## src/rtl/instruction_fetch.sv

```systemverilog
// instruction_fetch -- IF stage with a one-word skid buffer and an IF/ID
// pipeline register.
//
// Fetches one instruction word at a time from instruction memory. It issues
// the next request in the cycle after a transfer, so there is no idle cycle
// between fetches. A stall arriving with the memory acknowledge parks the
// word in a skid register. Redirects that ID presents while no word is
// ready to transfer are remembered until the next transfer uses them.
//
// Ports
//   clock              sole clock, rising edge
//   reset_n            asynchronous active-low reset
//   id_stall           ID cannot accept a word; IF/ID, pc and redirect state hold
//   if_flush           squash the word transferred this cycle
//   id_pc_source_sel   00 pc+4, 01 jump, 10 branch, 11 jump register
//   id_jump_address    redirect target for sel 01
//   id_branch_address  redirect target for sel 10
//   id_jr_address      redirect target for sel 11
//   imem_req           instruction memory read request
//   imem_addr          word address (pc[31:2])
//   imem_ack           read data valid; completes the request
//   imem_rdata         instruction word, sampled only with imem_ack
//   id_instruction     IF/ID instruction register
//   id_pc_plus4        IF/ID pc+4 register
//   id_valid           id_instruction is a real, unsquashed instruction
//   if_busy            fetch outstanding and not acknowledged this cycle
module instruction_fetch #(
  parameter logic [31:0] RESET_VECTOR = 32'h0000_0000
) (
  input  logic        clock,
  input  logic        reset_n,
  input  logic        id_stall,
  input  logic        if_flush,
  input  logic [1:0]  id_pc_source_sel,
  input  logic [31:0] id_jump_address,
  input  logic [31:0] id_branch_address,
  input  logic [31:0] id_jr_address,
  output logic        imem_req,
  output logic [29:0] imem_addr,
  input  logic        imem_ack,
  input  logic [31:0] imem_rdata,
  output logic [31:0] id_instruction,
  output logic [31:0] id_pc_plus4,
  output logic        id_valid,
  output logic        if_busy
);

  typedef enum logic [1:0] {
    WAKE  = 2'd0,
    FETCH = 2'd1,
    HOLD  = 2'd2
  } state_t;

  state_t      state;
  logic [31:0] pc;
  logic [31:0] pc_plus4;
  logic [31:0] skid_word;
  logic        redir_pending;
  logic [31:0] redir_pc;
  logic [31:0] sel_target;
  logic [31:0] next_pc;
  logic [31:0] xfer_word;
  logic        xfer;

  // Target chosen by the control word currently in ID.
  function automatic logic [31:0] select_target(
    input logic [1:0]  sel,
    input logic [31:0] seq_pc,
    input logic [31:0] jump_pc,
    input logic [31:0] branch_pc,
    input logic [31:0] jr_pc
  );
    case (sel)
      2'b01:   return jump_pc;
      2'b10:   return branch_pc;
      2'b11:   return jr_pc;
      default: return seq_pc;
    endcase
  endfunction

  // 32-bit modulo increment: 32'hFFFF_FFFC wraps to zero.
  assign pc_plus4   = pc + 32'd4;
  assign sel_target = select_target(id_pc_source_sel, pc_plus4, id_jump_address,
                                    id_branch_address, id_jr_address);
  // A redirect remembered from a bubble cycle outranks whatever ID shows now.
  assign next_pc    = redir_pending ? redir_pc : sel_target;

  assign xfer       = ~id_stall & (((state == FETCH) & imem_ack) | (state == HOLD));
  assign xfer_word  = (state == HOLD) ? skid_word : imem_rdata;

  assign imem_addr  = pc[31:2];
  assign if_busy    = (state == FETCH) & ~imem_ack;

  always_ff @(posedge clock or negedge reset_n) begin
    if (!reset_n) begin
      state          <= WAKE;
      imem_req       <= 1'b0;
      pc             <= RESET_VECTOR;
      skid_word      <= 32'h0;
      redir_pending  <= 1'b0;
      redir_pc       <= 32'h0;
      id_instruction <= 32'h0;
      id_pc_plus4    <= 32'h0;
      id_valid       <= 1'b0;
    end else begin
      // Fetch sequencing; imem_req is registered and mirrors "next state is FETCH".
      case (state)
        WAKE: begin
          state    <= FETCH;
          imem_req <= 1'b1;
        end
        FETCH: begin
          if (imem_ack && id_stall) begin
            skid_word <= imem_rdata;
            state     <= HOLD;
            imem_req  <= 1'b0;
          end
        end
        HOLD: begin
          if (!id_stall) begin
            state    <= FETCH;
            imem_req <= 1'b1;
          end
        end
        default: begin
          state    <= WAKE;
          imem_req <= 1'b0;
        end
      endcase

      // IF/ID boundary: transfer, bubble, or hold under stall.
      if (xfer) begin
        id_instruction <= if_flush ? 32'h0 : xfer_word;
        id_valid       <= ~if_flush;
        id_pc_plus4    <= pc_plus4;
        pc             <= next_pc;
        redir_pending  <= 1'b0;
      end else if (!id_stall) begin
        id_instruction <= 32'h0;
        id_valid       <= 1'b0;
        // ID sees a redirect but no word is moving; keep it for the next transfer.
        if (id_pc_source_sel != 2'b00) begin
          redir_pc      <= sel_target;
          redir_pending <= 1'b1;
        end
      end
    end
  end

endmodule

```

## config.mk

```make
export PLATFORM = sky130hd
export DESIGN_NAME = instruction_fetch
export DESIGN_NICKNAME = d
export VERILOG_FILES = /design/src/rtl/instruction_fetch.sv
export SDC_FILE = /design/constraint.sdc
export NUM_CORES = 1
export LEC_CHECK = 0
export CAP_MARGIN = 20
export CORE_MARGIN = 8
export CORE_UTILIZATION = 49
export CTS_BUF_LIST = sky130_fd_sc_hd__clkbuf_16
export DETAILED_ROUTE_END_ITERATION = 10
export GPL_TIMING_DRIVEN = 0
export PLACE_DENSITY = 0.81
export SYNTH_ARGS = -nofsm -noshare
export SYNTH_HDL_FRONTEND = slang
export SYNTH_SLANG_ARGS = --single-unit
```

## constraint.sdc

```tcl
create_clock -name clock -period 2.3 [get_ports clock]
set_clock_uncertainty 0.05 [all_clocks]
set_input_delay 0.345 -clock clock [delete_from_list [all_inputs] [get_ports clock]]
set_output_delay 0.345 -clock clock [all_outputs]
set_load 0.03 [all_outputs]
```

=== Yosys cells after proc, flatten, opt, wreduce, memory -nomap -nowiden ===
Cells that the tools add are included.

* Bitwise logic cells: 8
* Mux-type cells: 17
* Reduce and logical (&&, ||, !) cells: 8
* $add $sub $neg: 1
* Equality and inequality tests: 8

{| class="wikitable"
|+ Operators by type and width
! cell !! count
|-
| 2-to-1 mux 32 bit || 5
|-
| case mux 32 bit (3 select lines) || 1
|-
| adder 32 x 3 -> 32 bit, second input constant || 1
|-
| 2-to-1 mux 1 bit || 7
|-
| == test 2 bit, second input constant || 3
|-
| case mux 2 bit (3 select lines) || 1
|-
| AND reduction 2 bit || 3
|-
| == test 2 x 1 -> 1 bit, second input constant || 2
|-
| 2-to-1 mux 2 bit || 2
|-
| inequality test 2 x 1 -> 1 bit, second input constant || 2
|-
| NOT 1 bit || 4
|-
| nonzero test 2 bit || 2
|-
| bitwise AND 1 bit || 3
|-
| case mux 1 bit (3 select lines) || 1
|-
| AND reduction 3 bit || 1
|-
| zero test 2 bit || 1
|-
| inequality test 2 bit, second input constant || 1
|-
| logical AND 1 bit || 1
|-
| bitwise OR 1 bit || 1
|}

* Input port bits: 135
* Register bits after elaboration: 165
* Word-level logic and storage cells: 51

=== Logic depth before layout (Yosys ltp) ===
* Word-level depth: 6
* Depth in mapped cells: 8
* Gate-level depth less buffers: 6

=== Least setup slack after synthesis ===
Ideal clock, no wire load.

* Path type: register to register
* From: register pc[2]
* To: register pc[18]
* Data required time: 2122 ps
* Clock period less this slack: 2008 ps
* Cell stages (with the launch flop): 7
* Arrival time: 1831 ps
* Buffers on the path: 0
* Slack: 292 ps
* Cells stage by stage: dfrtp_1 > ha_1 > nand3_1 > or4_4 > o211a_1 > nor4_1 > o21ai_1

* Cells in the longest elaborated chain, start to end: 3

{| class="wikitable"
|+ Ends and longest elaborated chain
! item !! line !! RTL
|-
| from (decl) || 55 || <nowiki>logic [31:0] pc;</nowiki>
|-
| from (signal assigned) || 136 || <nowiki>pc <= next_pc;</nowiki>
|-
| adder 32 x 3 -> 32 bit || 82 || <nowiki>assign pc_plus4 = pc + 32'd4;</nowiki>
|-
| case mux 32 bit (3 select lines) || 73 || <nowiki>case (sel)</nowiki>
|-
| 2-to-1 mux 32 bit || 86 || <nowiki>assign next_pc = redir_pending ? redir_pc : sel_target;</nowiki>
|}

No other way between the ends.
A chain may end at the register's enable or synchronous reset.

=== Worst setup path after layout ===
* From: input port id_pc_source_sel[1]
* To: register redir_pc[18]

* Cells in the longest elaborated chain, start to end: 2

{| class="wikitable"
|+ Ends and longest elaborated chain
! item !! line !! RTL
|-
| from (decl) || 34 || <nowiki>input logic [1:0] id_pc_source_sel,</nowiki>
|-
| == test 2 bit (tied with other cells) || 73 ||
|-
| case mux 32 bit (3 select lines) or AND reduction 3 bit (tied branches) || -- ||
|-
| to (signal assigned) || 143 || <nowiki>redir_pc <= sel_target;</nowiki>
|-
| to (decl) || 59 || <nowiki>logic [31:0] redir_pc;</nowiki>
|}

Parallel ways exist; a longest one is shown, timed or not.

==> results.sh <==
export IMPL_slew_headroom=0.358
export IMPL_synth_top_area_share=0.480
export IMPL_seq_area_frac_synth=0.480
export IMPL_overflow=0
export IMPL_synthTopCellsByArea="dfrtp_1 (48%), nand2_1 (8.3%), o21ai_0 (6.0%)"
export IMPL_area_growth_pct=39.0
export IMPL_die_h_um=148
export IMPL_avgViaCountPerCell=5.83
export IMPL_io_pins=232
export IMPL_synth_area_um2=8550
export IMPL_synthDistinctLibCells=61
export IMPL_synth_seq_cells=164
export IMPL_synth_fp_nets=1024
export IMPL_cts_tree="built"
export IMPL_synthCells=888
export IMPL_layout_cells_non_filler=1385
export IMPL_finalMaxSlewViolations=0
export IMPL_synth_largest_area_cell="dfrtp_1"
export IMPL_dr_pass1_iters=5
export IMPL_ff_latch_area_um2=4110
export IMPL_synthMuxAreaShare=0.131
export IMPL_synth_compound_area_frac=0.131
export IMPL_port_buffers=230
export IMPL_route_vias_total=8068
export IMPL_synth_simple_area_share=0.171
export IMPL_fillers=1375
export IMPL_globalplace_congestion=0.948
export IMPL_yosys_area_share_adder=0.00146
export IMPL_arrival_ns=2.56
export IMPL_clock_sinks=164
export IMPL_synth_async_reset_ratio=1.00
export IMPL_antenna_found_initial=4
export IMPL_start_util=0.498
export IMPL_tightest_slew_ns=0.962
export IMPL_core_area_um2=17200
export IMPL_clk_pin_slew_ns=0.06
export IMPL_syn_avg_cell_area_um2=9.63
export IMPL_hold_path_class="in2async"
export IMPL_synth_edf_count=0
export IMPL_cts_buffers_inserted=17
export IMPL_die_w_um=148
export IMPL_ys_warn_count=0
export IMPL_synth_common_cells="nand2_1 (189), dfrtp_1 (164), o21ai_0 (103)"
export IMPL_fin_ws_ns=0.0628
export IMPL_synthFlopType="dfrtp_1"
export IMPL_drt_iter0_drc=855
export IMPL_final_util=0.692
export IMPL_timing_hold_violations_final=0
export IMPL_critPathRequiredTime_ns=2.62
export IMPL_critPathLaunchType="input port"
export IMPL_end_kind="register"
export IMPL_multiInputGateArea_um2=3980
export IMPL_fin_crit_sh=0.973
export IMPL_period_needed_ns=2.24
export IMPL_crit_type="in2reg"
export IMPL_synthMostInstantiatedCell="nand2_1"
export IMPL_clock_latency_ns=0.43
export IMPL_peakVddDrop_uv=677
export IMPL_rows=48
export IMPL_drc_errors=0
export IMPL_dpl_cell_count=1344
export IMPL_grt_pass1_vias=8175
export IMPL_fmax_ghz=0.447
export IMPL_cts_root_buf="clkbuf_16"
export IMPL_p_leak_nw=5.06
export IMPL_routedWlPerCell_um=21.2
export IMPL_status="complete, no violations"
export IMPL_powerDensity_nw_per_um2=1030
export IMPL_grt_max_degree=117
export IMPL_wl_um=29300
export IMPL_grt_pass1_wl_um=45000
export IMPL_synth_xor_area_share=0.0266
export IMPL_fin_nets=1281
export IMPL_setup_violations=0
export IMPL_track_usage=0.265
export IMPL_cap_violations=0
export IMPL_layout_drive_gt1_share=0.144
export IMPL_die_area_um2=21900
export IMPL_worstPathMaxFanout=10
export IMPL_pre_cts_ws_ns=-0.910
export IMPL_final_area_um2=11900
export IMPL_holdWs_ns=0.360
export IMPL_placed_cell_area_um2=11200
export IMPL_h_tree_depth=4
export IMPL_detail_route_antenna_nets=0
export IMPL_place_hpwl_um=21200
export IMPL_synth_top_family_by_area="simple AND/OR/NAND/NOR gates"
export IMPL_clockBufferDepth=2
==> worst max-delay path, cell delays in order <==
cell	delay, ns
clkdlybuf4s50_1	0.51
clkbuf_2	0.33
nor2_2	0.16
nor3_2	0.41
clkbuf_1	0.55
nand2_1	0.15
nand2_1	0.09
==> where the power goes <==
part | internal, mW | switching [mW]
Sequential | 3.71 | 0.746
Combinational | 2.20 | 2.74
Clock | 1.69 | 1.19
Total | 7.61 | 4.68
==> metal layers <==
metal,routed length [µm],GRT usage
met1,11200,0.323
met2,14000,0.425
met3,2870,0.0729
met4,1210,0.132
met5,40,0
==> per-stage QoR <==
stage / TNS [ns] / power [mW]
finish: 0 / 12.3
global route: -0.0127 / 12.9
CTS: 0 / 12.3
detailed placement: -51.61 / 9.33
global placement: -1040.75 / 9.20
floorplan: 0 / 7.25
==> registers in the layout (all words and copies together) (netlist names) <==
name and count:
id_instruction 32, id_pc_plus4 32, pc 32, redir_pc 32, skid_word 32, state 2, id_valid 1, redir_pending 1
==> logic make-up (layout without fill, tap and decap cells) <==
group,count (synthesis),after routing
buf+inv,100,370
simple gates,313,313
other cells,0,2
xor+xnor,26,26
compound gates,188,188
mux,96,96
fa+ha+maj,1,1
flops,164,164
==> worst paths after layout <==
| kind | from | end | slack, ns | cells after the start |
|---|---|---|---|---|
| min | reset_n | skid_word[9] | 0.36 | 2 |
| max reg2reg | pc[3] | pc[18] | 0.09 | 6 |
| max in group asynchronous | reset_n | id_pc_plus4[20] | 0.92 | 3 |
| min in group clock | redir_pc[4] | redir_pc[4] | 0.42 | 2 |
| min reg2reg | redir_pc[4] | redir_pc[4] | 0.42 | 2 |
| max | id_pc_source_sel[1] | redir_pc[18] | 0.06 | 7 |
==> timing repair <==
| action | 4_1_cts | 5_1_grt |
|---|---|---|
| setup endpoints to repair | 66 | 62 |
| hold buffers | 1 | 0 |
| setup buffers | 3 | 4 |
| gates resized for setup | 14 | 18 |
| pin swaps | 1 | 3 |
| hold endpoints to repair | 48 | 0 |
==> final cells by class <==
cell class / instances / area share
Clock buffer: 17 / 0.0358
Clock inverter: 15 / 0.0139
Tap cell: 225 / 0.0237
Multi-Input combinational cell: 624 / 0.335
Antenna cell: 2 / 0.000421
Sequential cell: 164 / 0.345
Buffer: 91 / 0.0414
Inverter: 8 / 0.00253
Timing Repair Buffer: 239 / 0.202
==> placed cells by master, fill, tap and decap left out, drive strengths merged, types with 4 or more instances in the layout <==
cell / count
mux2: 45
o211a: 4
clkinv: 7
mux4: 8
clkbuf: 57
nand3: 16
o21ai: 104
a31oi: 14
clkdlybuf4s50: 229
nand2b: 7
buf: 60
a22o: 4
a22oi: 9
mux2i: 43
or3: 7
inv: 10
nand4: 16
xnor2: 13
nor4: 8
a21oi: 22
xor2: 13
nor3: 9
and3: 11
nand2: 189
dfrtp: 164
nor2: 36
No activity file was read; power rests on OpenSTA's default activity.
